===== src/rtl/mavg_sequencer.sv =====
// Paces ADC samples into a 4-tap moving-average filter by replaying a 4-deep history
// as an oldest-first burst, then returns the filter result over a valid/ready handshake.
module mavg_sequencer #(
   parameter int DIV    = 2268,
   parameter int WARMUP = 4
) (
   input  logic              CLK100MHZ,
   input  logic              reset,
   input  logic              enable,
   input  logic              adc_valid,
   input  logic signed [8:0] adc_data,
   output logic              adc_ready,
   output logic signed [8:0] flt_current,
   output logic              flt_start,
   output logic              flt_reset,
   input  logic signed [8:0] flt_result,
   output logic              out_valid,
   output logic signed [8:0] out_data,
   input  logic              out_ready,
   output logic              overrun
);

   localparam logic [15:0] DIV_LAST   = 16'(DIV - 1);
   localparam logic [2:0]  WARMUP_CNT = 3'(WARMUP);

   typedef enum logic [2:0] {ACCEPT, B0, B1, B2, B3, CAP, HOLD} state_t;

   state_t            state_q, state_d;
   logic [15:0]       div_q, div_d;
   logic              tick_pend_q, tick_pend_d;
   logic              overrun_q, overrun_d;
   logic              enable_q, enable_d;
   logic [2:0]        sample_cnt_q, sample_cnt_d;
   logic signed [8:0] h0_q, h0_d, h1_q, h1_d, h2_q, h2_d, h3_q, h3_d;
   logic signed [8:0] out_data_q, out_data_d;
   logic              tick, rise, ready_int, accept;
   logic signed [8:0] beat_mux;

   always_comb begin
      state_d      = state_q;
      div_d        = div_q;
      tick_pend_d  = tick_pend_q;
      overrun_d    = overrun_q;
      enable_d     = enable;
      sample_cnt_d = sample_cnt_q;
      h0_d         = h0_q;
      h1_d         = h1_q;
      h2_d         = h2_q;
      h3_d         = h3_q;
      out_data_d   = out_data_q;
      tick         = 1'b0;
      beat_mux     = '0;

      // A flush on the enable rising edge wins over a same-cycle acceptance.
      rise      = enable & ~enable_q;
      ready_int = (state_q == ACCEPT) & enable & tick_pend_q & ~rise;
      accept    = ready_int & adc_valid;

      if (!enable) begin
         div_d = '0;
      end else if (div_q == DIV_LAST) begin
         div_d = '0;
         tick  = 1'b1;
      end else begin
         div_d = div_q + 16'd1;
      end

      if (tick & tick_pend_q) overrun_d = 1'b1;

      if (!enable)     tick_pend_d = 1'b0;
      else if (tick)   tick_pend_d = 1'b1;
      else if (accept) tick_pend_d = 1'b0;

      if (rise) begin
         h0_d         = '0;
         h1_d         = '0;
         h2_d         = '0;
         h3_d         = '0;
         sample_cnt_d = '0;
      end else if (accept) begin
         h3_d = h2_q;
         h2_d = h1_q;
         h1_d = h0_q;
         h0_d = adc_data;
         if (sample_cnt_q != 3'd4) sample_cnt_d = sample_cnt_q + 3'd1;
      end

      case (state_q)
         ACCEPT: if (accept) state_d = B0;
         B0: begin
            beat_mux = h3_q;
            state_d  = B1;
         end
         B1: begin
            beat_mux = h2_q;
            state_d  = B2;
         end
         B2: begin
            beat_mux = h1_q;
            state_d  = B3;
         end
         B3: begin
            beat_mux = h0_q;
            state_d  = CAP;
         end
         CAP: begin
            out_data_d = flt_result;
            state_d    = (sample_cnt_q >= WARMUP_CNT) ? HOLD : ACCEPT;
         end
         HOLD: if (out_ready) state_d = ACCEPT;
         default: state_d = ACCEPT;
      endcase
   end

   // Outputs are forced low while reset is asserted, except the filter reset strobe.
   always_comb begin
      adc_ready   = ready_int & ~reset;
      flt_current = reset ? 9'sd0 : beat_mux;
      flt_start   = (state_q == B3) & ~reset;
      flt_reset   = reset | rise;
      out_valid   = (state_q == HOLD) & ~reset;
      out_data    = reset ? 9'sd0 : out_data_q;
      overrun     = overrun_q & ~reset;
   end

   always_ff @(posedge CLK100MHZ) begin
      enable_q <= enable_d;
      if (reset) begin
         state_q      <= ACCEPT;
         div_q        <= '0;
         tick_pend_q  <= 1'b0;
         overrun_q    <= 1'b0;
         sample_cnt_q <= '0;
         h0_q         <= '0;
         h1_q         <= '0;
         h2_q         <= '0;
         h3_q         <= '0;
         out_data_q   <= '0;
      end else begin
         state_q      <= state_d;
         div_q        <= div_d;
         tick_pend_q  <= tick_pend_d;
         overrun_q    <= overrun_d;
         sample_cnt_q <= sample_cnt_d;
         h0_q         <= h0_d;
         h1_q         <= h1_d;
         h2_q         <= h2_d;
         h3_q         <= h3_d;
         out_data_q   <= out_data_d;
      end
   end

endmodule

===== config.mk =====
export PLATFORM = sky130hd
export DESIGN_NAME = mavg_sequencer
export DESIGN_NICKNAME = d
export VERILOG_FILES = /design/src/rtl/mavg_sequencer.sv
export SDC_FILE = /design/constraint.sdc
export NUM_CORES = 1
export LEC_CHECK = 0
export BUFFER_PORTS_ARGS = -buffer_cell sky130_fd_sc_hd__buf_2
export CORE_ASPECT_RATIO = 1.1
export CORE_UTILIZATION = 40
export DETAILED_ROUTE_END_ITERATION = 16
export GPL_TIMING_DRIVEN = 0
export PLACE_DENSITY = 0.68
export SLEW_MARGIN = 40
export SYNTH_ARGS = -nofsm -noshare
export SYNTH_HDL_FRONTEND = slang
export SYNTH_SLANG_ARGS = --single-unit

===== constraint.sdc =====
create_clock -name CLK100MHZ -period 1.8 [get_ports CLK100MHZ]
set_clock_uncertainty 0.1 [all_clocks]
set_input_delay 0.18 -clock CLK100MHZ [delete_from_list [all_inputs] [get_ports CLK100MHZ]]
set_output_delay 0.18 -clock CLK100MHZ [all_outputs]
set_load 0.01 [all_outputs]

; ---- After elaboration in Yosys (flattened, before gate mapping)
; Cells that the tools add are included.
[totals]
out_inout_bits = 23
regBits = 70
wordCells = 57
inputBits = 23
[classes]
n_lt_le_gt_ge = 1
n_addsub = 2
muxes = 11
eq_ne = 10
n_reduce_logical = 7
bitwise_logic = 15
[ops]
columns = cell, count
row1 = $pmux W9 S4, 1
row2 = $pmux W3 S7, 1
row3 = $mux W9, 2
row4 = $add A16 B1 Y16 const B, 1
row5 = $eq A16 B12 Y1 const B, 1
row6 = $and A1 B1 Y1, 10
row7 = $eq A3 B3 Y1 const B, 3
row8 = $mux W3, 3
row9 = $eq A3 B2 Y1 const B, 2
row10 = $mux W1, 4
row11 = $ne A2 B2 Y1 const B, 2
row12 = $not A1 Y1, 4
row13 = $reduce_and A2 Y1, 2
row14 = $reduce_or A2 Y1, 2
row15 = $add A3 B1 Y3 const B, 1
row16 = $eq A3 B1 Y1 const B, 1
row17 = $ge A3 B3 Y1 const B, 1
row18 = $logic_not A3 Y1, 1
row19 = $ne A3 B3 Y1 const B, 1
row20 = $reduce_or A3 Y1, 1
row21 = $reduce_bool A2 Y1, 1
row22 = $or A1 B1 Y1, 1

; ---- Logic depth before layout (Yosys ltp)
; Gate-level depths: netlist of the first run.
[logic_depth]
word_depth = 7
depth_mapped = 7
ltp_nobuf = 6

; ---- Worst setup path before layout of the first run
; Ideal clock, no wire load.
[synth_timing]
kind = register to output
startpoint = register state_q[2]
endpoint = output port flt_current[0]
path_slack_ns = 0.231
stages_incl_launch_ff = 6
required_ns = 1.520
arrival_ns = 1.289
path_buffers = 1
path_cell_list = dfxtp_1 buf_4 nor3b_2 a22oi_1 o21ai_0 and2_1
[synth_between]
elab_chain_cells = 3
elab_cells_between_ends = 6
classes_between = eq/ne: 4 / mux: 2
[synth_lines]
columns = item, line
row1 = "start, declared", 28  ; state_t state_q, state_d;
row2 = "start signal, assigned", 140  ; state_q <= state_d;
row3 = "$eq A3 B3 Y1, or another cell as far along", 88  ; case (state_q)
row4 = $pmux W9 S4 *, 88
row5 = $mux W9 *, 118  ; flt_current = reset ? 9'sd0 : beat_mux;
row6 = "end, declared", 13  ; output logic signed [8:0] flt_current,
; Every way passes the cells marked *; elsewhere a longest branch is shown, timed or not.

; ---- Worst setup path in the final report of the first run
[layout_timing]
startpoint = register state_q[1]
endpoint = output port flt_current[0]
; The elaborated chain is that of the path after synthesis.

==> impl_metrics.py, run 1 <==
metrics = {
    "place": {
        "place_hpwl_um": 5122,
        "dp_cells": 527,
        "portBuffers": 44,
        "place_congestion": 0.8262,
    },
    "timing": {
        "setup_viol": 11,
        "worst_hold_slack_ns": 0.08746,
        "worst_pin_slew_ns": 0.7894,
        "post-route-min-period_ns": 1.972,
        "maxSlewHeadroom_pct": 47.38,
        "rsz0062_at_grt": "yes",
        "tns_ns": -1.371,
        "timing.fmax_ghz": 0.5071,
        "final-hold-violation-count": 0,
        "min_period_over_period_pct": 109.6,
        "fin_ws_ns": -0.1721,
        "drv_slew": 0,
    },
    "synth": {
        "seq_area_frac_synth_pct": 43.72,
        "yosys.area.top_type": "dfxtp_1",
        "async_reset_ff_share_pct": 0,
        "synth_top_cell_area_share_pct": 43.72,
        "ys_seq_elements": 70,
        "synth-main-ff-cell": "dfxtp_1",
        "synth_most_common_cell": "nand2_1",
        "ys_warn_count": 0,
        "syn_area_um2": 3206,
        "synthDistinctLibCells": 40,
        "syn_nets": 404,
        "synthCells": 378,
        "synth_edf_count": 0,
        "synthTopCellsByCount": "nand2_1 (78), dfxtp_1 (70), nor2_1 (29), a21oi_1 (28), a22oi_1 (19)",
        "postSynthAreaPerCell_um2": 8.480,
        "synthTopCellsByArea": "dfxtp_1 (44%), nand2_1 (9.1%), a22oi_1 (4.4%)",
    },
    "die": {
        "placementRows": 33,
        "initial_utilization_pct": 42.19,
        "die_area_um2": 8376,
        "io_pins": 46,
        "dieHeight_um": 95.89,
        "core_area_um2": 7597,
        "die_w_um": 87.36,
    },
    "global_routing": {
        "grt_max_degree": 13,
        "grt_pass1_vias": 2834,
        "grt_remaining_overflow": 0,
        "grt_pass1_wl_um": 13190,
        "grt_usage_pct": 20.59,
        "antenna_found_initial": 0,
    },
    "clock_tree": {
        "clk_pin_slew_ns": 0.07,
        "cts_max_level": 3,
        "root_buffer": "clkbuf_8",
        "numCtsBuffers": 9,
        "insertion_delay_ns": 0.35,
        "clock_path_buffers": 2,
        "clock-sinks": 70,
        "tritoncts": "done",
    },
    "routing": {
        "wl_per_cell_um": 14.50,
        "drtIter0Drc": 160,
        "drt_wl_total_um": 8338,
        "drt_first_pass_iters": 4,
        "vias_per_cell": 5.132,
        "drc": 0,
        "dr_total_vias": 2951,
        "ant_nets": 0,
    },
    "worst_hold_path": {
        "hold_class": "in2reg",
    },
    "run_status": {
        "violations": "setup timing",
        "status": "complete, but fails checks",
    },
    "setup_path": {
        "critPathMaxFanout": 9,
        "slowest_delay_ns": 0.35,
        "path_buf_inv": 3,
        "cp_slowest_cell": "dfxtp_4",
        "start_kind": "flip-flop",
        "crit_path_cell_trace": "buf_8, nor3b_4, buf_6, a22oi_2, o21ai_1, and2_1, buf_2",
        "required_ns": 1.52,
        "path_class": "reg2out",
        "crit_family": "buffers and inverters",
        "cp.arrival_ns": 1.69,
        "cp-end-kind": "primary output",
    },
    "power": {
        "comb_power_share_pct": 3.8,
        "p_per_area_nw_per_um2": 717.6,
        "p_sw_share_pct": 22.13,
        "ir_worst_vdd_mv": 0.6303,
        "clockPowerShare_pct": 45.4,
        "p_int_mw": 2.376,
        "seqPwrFrac_pct": 50.8,
        "p_leak_nw": 1.675,
        "switchingPower_mw": 0.6751,
    },
    "cells_and_area": {
        "nets": 492,
        "layout-drive-gt1-share_pct": 27.87,
        "syn_to_final_growth_pct": 32.63,
        "n_fill_cell": 708,
        "antennaDiodeCount": 0,
        "fin_cells": 575,
    },
    "flow_run": {
        "cap_violations": 0,
    },
}
## final cells by class
cell class | instances | area [µm²] | area share, %
Tap cell | 105 | 131.4 | 3.090
Timing Repair Buffer | 78 | 555.5 | 13.07
Clock buffer | 9 | 123.9 | 2.913
Sequential cell | 70 | 1410 | 33.17
Multi-Input combinational cell | 275 | 1698 | 39.94
Inverter | 6 | 22.52 | 0.5297
Clock inverter | 6 | 87.58 | 2.060
Buffer | 26 | 222.7 | 5.238
## worst paths after layout
kind / startpoint / cells past startpoint / to / slack, ns
min: out_ready / 4 / state_q[1] / 0.09
min reg2reg: h1_q[8] / 2 / h2_q[8] / 0.37
max reg2reg: state_q[0] / 7 / h1_q[3] / 0.07
max: state_q[1] / 7 / flt_current[0] / -0.17
## cell usage in the layout, fill, tap and decap left out, drive strengths merged, types with 10 or more instances in the layout
master and instances:
dfxtp 70, and2 10, a21oi 40, a22oi 19, dlygate4sd3 19, clkbuf 21, o21ai 10, nand2 81
buf 73, mux2i 10, xor2 10, nor2b 14, nor2 29
## worst min-delay path, cell delays in order
cell and delay, ns:
buf_2 0.10, nand2_1 0.06, a22oi_1 0.08, nor2_1 0.08
## logic make-up (layout without fill, tap and decap cells)
group	count (synthesis)	in the layout	synth area share [%]
xor+xnor	14	14	3.825
mux	10	10	3.123
fa+ha+maj	3	3	1.171
simple gates	171	171	26.23
buf+inv	33	125	6.284
compound gates	77	77	15.65
flops	70	70	43.72
## flip-flops by register name, summed over array words and instances, names as in the netlist
| signal | cells |
|---|---|
| enable_q | 1 |
| state_q | 3 |
| h3_q | 9 |
| h0_q | 9 |
| tick_pend_q | 1 |
| div_q | 16 |
| out_data_q | 9 |
| h1_q | 9 |
| overrun_q | 1 |
| h2_q | 9 |
| sample_cnt_q | 3 |
## per-stage QoR
step	power, mW	setup slack (ns)	util (%)	area (µm²)
2_1_floorplan	1.630	0.2312	-	3206
3_3_place_gp	1.672	-0.2866	46.82	3557
3_5_place_dp	1.673	-0.2988	46.82	3557
4_1_cts	3.063	-0.1502	54.92	4173
5_1_grt	3.148	-0.2462	55.96	4252
6_report	3.051	-0.1721	55.96	4252
## power groups by stage
stage               registers (mW)  logic (mW)  clock network [mW]
finish                        1.55       0.117                1.38
CTS                           1.55       0.117                1.40
floorplan                     1.59      0.0412                   0
global placement              1.59      0.0830                   0
detailed placement            1.59      0.0833                   0
global route                  1.55       0.127                1.47
## per-layer routing
layer  GRT usage [%]  routed length, µm
met3           3.774                451
met2           35.74               4078
met5               0                  0
met1           24.64               3617
met4           9.426                191
## what timing repair did
action | CTS | global route
endpoints found under the setup margin | 12 | 51
gates cloned | 2 | 1
hold buffers | 19 | 0
gates resized for setup | 50 | 12
buffers inserted | 7 | 5
pin swaps | 7 | 7
hold endpoints to repair | 19 | 0
(Power assumes the default switching activity.)
==> run 2: changes to the inputs <==
- GPL_TIMING_DRIVEN: 0 -> 1
- PLACE_DENSITY: 0.68 -> 0.7
- clock period: 1.8 -> 1.7 ns (I/O delays scaled with it)
==> run 2 against run 1 <==
Against the previous run:
- non-clock buffer count shrank 2
- critical path depth fell by 1
- cell area rose by 9.9%
- register-to-register slack lost 0.22 ns
- the run still ends with setup timing left
- cell count grew 0.17%
==> impl_metrics.py, run 2 (same netlist as run 1, synthesis figures left out) <==
metrics = {
    "routing": {
        "vias_per_cell": 5.264,
        "drt_wl_total_um": 8679,
        "wl_per_cell_um": 15.07,
        "m1WireLength_um": 3758,
        "wl_met2_um": 4346,
        "wl_met3_um": 413,
        "drtIter0Drc": 86,
        "dr.max_layer_used": "met4",
        "ant_nets": 0,
        "drc": 0,
        "dr_total_vias": 3032,
        "drt_first_pass_iters": 4,
    },
    "die": {
        "dieHeight_um": 95.89,
        "core_area_um2": 7597,
        "die_area_um2": 8376,
        "placementRows": 33,
        "io_pins": 46,
        "initial_utilization_pct": 42.19,
        "die_w_um": 87.36,
    },
    "global_routing": {
        "grt_pass1_wl_um": 12610,
        "antenna_found_initial": 0,
        "grt_remaining_overflow": 0,
        "grt_usage_pct": 19.51,
        "grt_pass1_vias": 2771,
        "grt_max_degree": 32,
    },
    "power": {
        "p_int_mw": 2.416,
        "p_per_area_nw_per_um2": 661.2,
        "ir_worst_vdd_mv": 0.4144,
        "clockPowerShare_pct": 42.1,
        "p_sw_share_pct": 21.85,
        "seqPwrFrac_pct": 53.1,
        "switchingPower_mw": 0.6752,
        "comb_power_share_pct": 4.8,
        "p_leak_nw": 2.010,
    },
    "worst_hold_path": {
        "hold_class": "in2reg",
        "hold_start": "reset",
    },
    "timing": {
        "tns_ns": -4.219,
        "maxSlewHeadroom_pct": 75.78,
        "post-route-min-period_ns": 1.894,
        "timing.fmax_ghz": 0.5280,
        "min_period_over_period_pct": 111.4,
        "setup_viol": 44,
        "rsz0062_at_grt": "yes",
        "worst_pin_slew_ns": 0.3634,
        "fin_ws_ns": -0.1938,
        "drv_slew": 0,
        "final-hold-violation-count": 0,
    },
    "cells_and_area": {
        "mostFrequentLayoutCells": "dfxtp_1 (67), nand2_1 (53), buf_2 (42), a21oi_2 (29), nor2_1 (28)",
        "utilization_pct": 61.53,
        "syn_to_final_growth_pct": 45.82,
        "antennaDiodeCount": 0,
        "mostFrequentLayoutCell": "dfxtp_1",
        "largest_register_ffs": 16,
        "nets": 493,
        "layout-drive-gt1-share_pct": 40.13,
        "largest_register": "div_q",
    },
    "clock_tree": {
        "insertion_delay_ns": 0.34,
        "tritoncts": "done",
        "root_buffer": "clkbuf_8",
        "numCtsBuffers": 9,
        "clock-sinks": 70,
        "cts_max_level": 3,
        "clk_pin_slew_ns": 0.07,
        "clock_path_buffers": 2,
    },
    "place": {
        "place_congestion": 0.8430,
        "portBuffers": 45,
        "place_ws_ns": -0.1027,
        "place_hpwl_um": 4638,
    },
    "setup_path": {
        "cp.arrival_ns": 1.62,
        "startpoint": "state_q[0]",
        "cp-end-kind": "primary output",
        "required_ns": 1.43,
        "path_class": "reg2out",
        "start_kind": "flip-flop",
        "critPathMaxFanout": 8,
        "worstReg2RegStart": "state_q[0]",
    },
    "flow_run": {
        "cap_violations": 0,
    },
    "run_status": {
        "violations": "setup timing",
        "status": "complete, but fails checks",
    },
}
run 2: changes by cell type in the layout (fill, tap and decap cells not counted), sizes merged:
cell      previous run  this run
clkbuf              21        16
buf                 73        78
bufinv               2         1
and2                10        12
clkinvlp             0         1
clkinv               4         2
and3b                1         2
run 2: critical path: stages, from the launching register on:
cell,delay [ns]
dfxtp_4,0.39
nor3b_4,0.25
buf_6,0.18
a22oi_2,0.08
o21ai_1,0.11
and2_1,0.15
buf_2,0.12
run 2: power groups by stage:
stage	Combinational [mW]	Sequential, mW	Clock, mW
after floorplan	0.0436	1.68	0
after global placement	0.0926	1.68	0
after detailed placement	0.0933	1.68	0
after CTS	0.127	1.64	1.34
after global routing	0.160	1.64	1.42
final	0.150	1.64	1.30
run 2: through the flow:
step / cells / hold slack [ns] / power [mW] / area, µm²
final: 576 / 0.06583 / 3.091 / 4674
after global routing: 576 / 0.05655 / 3.224 / 4674
after CTS: 561 / 0.03019 / 3.103 / 4120
after detailed placement: 524 / 0.2153 / 1.776 / 3606
after global placement: 524 / 0.2084 / 1.775 / 3606
after floorplan: 378 / 0.09772 / 1.726 / 3206
run 2: final timing paths:
kind	end	slack [ns]	cells after the start
min reg2reg	h3_q[4]	0.37	2
min	state_q[2]	0.07	2
max	flt_current[0]	-0.19	6
max reg2reg	h2_q[0]	-0.15	7
run 2: routing by layer:
metal,track usage (%),vias to the layer above
met2,33.59,100
met1,23.04,1454
met4,8.060,0
li1,-,1461
met3,4.974,17
met5,0,-
run 2: area by class of cell:
type,count,area (µm²)
well taps,105,131.4
clock buffers,11,141.4
inverters,6,22.52
repair buffers,102,914.6
clock inverters,4,47.55
fillers,652,2923
multi-input cells,278,2004
flip-flops and latches,70,1413
run 2: what timing repair did:
action / CTS / global route
gates cloned: 3 / 9
buffers inserted: 1 / 6
hold buffers: 19 / 0
setup endpoints to repair: 16 / 63
hold endpoints to repair: 19 / 0
pin swaps: 10 / 51
gates resized for setup: 45 / 87
==> run 3: changes to the inputs <==
- BUFFER_PORTS_ARGS: -buffer_cell sky130_fd_sc_hd__buf_2 -> -buffer_cell sky130_fd_sc_hd__buf_4
- SKIP_LAST_GASP: unset -> 1
==> run 3 against run 2 <==
Against the previous run:
- first-iteration DRC count grew 100%
- combinational power grew 14%
- highest routed layer unchanged
- the flow finishes with violations (hold timing, setup timing)
- total power grew 4.0%
- critical endpoint is now flt_current[2]
- sequential power is essentially flat
==> impl_metrics.py, run 3 (same netlist as run 1, synthesis figures left out) <==
metrics = {
    "setup_path": {
        "cp-endpoint": "flt_current[2]",
        "reg2reg_depth": 10,
        "rrSetupSlack_ns": -0.26,
        "worstReg2RegStart": "state_q[0]",
        "start_kind": "flip-flop",
        "cp-end-kind": "primary output",
        "path_class": "reg2out",
        "required_ns": 1.43,
        "startpoint": "state_q[0]",
        "cp.arrival_ns": 1.70,
        "r2r_end": "h1_q[8]",
        "critPathMaxFanout": 10,
    },
    "cells_and_area": {
        "fin_cells": 583,
        "largest_register": "div_q",
        "syn_to_final_growth_pct": 58.20,
        "fin_area_um2": 5071,
        "nets": 500,
        "n_fill_cell": 596,
        "largest_register_ffs": 16,
        "layout-drive-gt1-share_pct": 42.47,
        "mostFrequentLayoutCell": "dfxtp_1",
        "mostFrequentLayoutCells": "dfxtp_1 (67), nand2_1 (49), buf_4 (49), a21oi_2 (32), nor2_1 (28)",
        "antennaDiodeCount": 0,
    },
    "routing": {
        "drt_wl_total_um": 9884,
        "dr_total_vias": 3103,
        "ant_nets": 0,
        "drtIter0Drc": 176,
        "wl_per_cell_um": 16.95,
        "vias_per_cell": 5.322,
        "drt_first_pass_iters": 4,
        "drc": 0,
    },
    "worst_hold_path": {
        "hold_path_depth": 2,
        "hold_class": "in2reg",
    },
    "place": {
        "place_hpwl_um": 4690,
        "dp_cells": 519,
        "portBuffers": 45,
        "place_congestion": 0.8249,
        "place_area_um2": 3669,
    },
    "die": {
        "die_area_um2": 8376,
        "initial_utilization_pct": 42.19,
        "placementRows": 33,
        "core_area_um2": 7597,
        "die_w_um": 87.36,
        "io_pins": 46,
        "dieHeight_um": 95.89,
    },
    "clock_tree": {
        "clk_pin_slew_ns": 0.07,
        "root_buffer": "clkbuf_8",
        "clock_path_buffers": 2,
        "numCtsBuffers": 9,
        "tritoncts": "done",
        "clock-sinks": 70,
        "cts_max_level": 3,
        "insertion_delay_ns": 0.34,
    },
    "power": {
        "p_leak_nw": 2.240,
        "seqPwrFrac_pct": 51.1,
        "p_per_area_nw_per_um2": 634.1,
        "p_sw_share_pct": 21.57,
        "p_int_mw": 2.522,
        "switchingPower_mw": 0.6935,
        "clockPowerShare_pct": 43.5,
        "comb_power_share_pct": 5.3,
        "ir_worst_vdd_mv": 0.5641,
    },
    "global_routing": {
        "grt_remaining_overflow": 0,
        "grt_pass1_wl_um": 13660,
        "grt_pass1_vias": 2823,
        "antenna_found_initial": 0,
        "grt_max_degree": 30,
        "grt_usage_pct": 21.45,
    },
    "timing": {
        "maxSlewHeadroom_pct": 66.68,
        "final-hold-violation-count": 1,
        "worst_pin_slew_ns": 0.4999,
        "worst_hold_slack_ns": -0.001327,
        "rsz0062_at_grt": "yes",
        "post-route-min-period_ns": 1.971,
        "min_period_over_period_pct": 115.9,
        "fin_ws_ns": -0.2706,
        "timing.fmax_ghz": 0.5075,
        "tns_ns": -8.852,
        "setup_viol": 52,
        "drv_slew": 0,
    },
    "run_status": {
        "violations": "hold timing, setup timing",
        "status": "complete, but fails checks",
    },
    "flow_run": {
        "cap_violations": 0,
    },
}
==> run 3: cell types whose count changed in the layout (fill, tap and decap cells not counted), moves of 4 or more <==
cell,change
a22oi_1,+4
a22oi_2,-4
nand2_1,-4
buf_2,-42
buf_6,+10
nand2_4,+4
buf_4,+33
buf_16,+4
==> run 3: final cells by class <==
cell class | count | area, µm² | area share [%]
clock buffers | 12 | 165.2 | 3.257
multi-input cells | 275 | 2034 | 40.12
well taps | 105 | 131.4 | 2.591
inverters | 6 | 22.52 | 0.4441
flip-flops and latches | 70 | 1405 | 27.71
repair buffers | 112 | 1270 | 25.04
clock inverters | 3 | 42.54 | 0.8389
==> run 3: worst min-delay path by stage <==
stage	to	slack, ns	start
floorplan	enable_q	0.1	enable
CTS	state_q[0]	0.08	reset
finish	state_q[2]	-0.001	reset
global placement	enable_q	0.20	enable
detailed placement	enable_q	0.20	enable
global route	state_q[2]	0.02	reset
==> run 3: power groups by stage <==
stage               Combinational (mW)  Clock, mW  Sequential [mW]
floorplan                       0.0436          0             1.68
global placement                 0.108          0             1.68
detailed placement               0.108          0             1.68
CTS                              0.153       1.41             1.64
global route                     0.182       1.50             1.64
finish                           0.171       1.40             1.64
==> run 3: timing repair <==
item                                    CTS  global route
gates resized for setup                  58           102
buffers inserted                         10             8
gates cloned                              7             7
pin swaps                                10            56
endpoints found under the setup margin   35            70
hold endpoints to repair                 21             0
hold buffers                             21             0
==> run 3: routing by layer <==
metal	routed length (µm)	global-route usage, %
met4	408	8.607
met2	5053	38.61
met1	3888	25.60
met3	535	3.087
met5	0	0
==> run 3: critical path, stage by stage (launching register included) <==
cell and delay (ns):
dfxtp_2 0.34, buf_4 0.14, nor2b_4 0.30, a22oi_2 0.15, o21ai_1 0.16, and2_1 0.17
buf_6 0.11
==> run 3: stage by stage <==
stage,hold slack [ns],util [%],power [mW],setup slack (ns)
2_1_floorplan,0.09772,-,1.726,0.1412
3_3_place_gp,0.1972,48.29,1.790,-0.1234
6_report,-0.001327,66.75,3.216,-0.2706
4_1_cts,0.08397,59.35,3.210,-0.2007
3_5_place_dp,0.1989,48.29,1.791,-0.1544
5_1_grt,0.01555,66.75,3.327,-0.3342
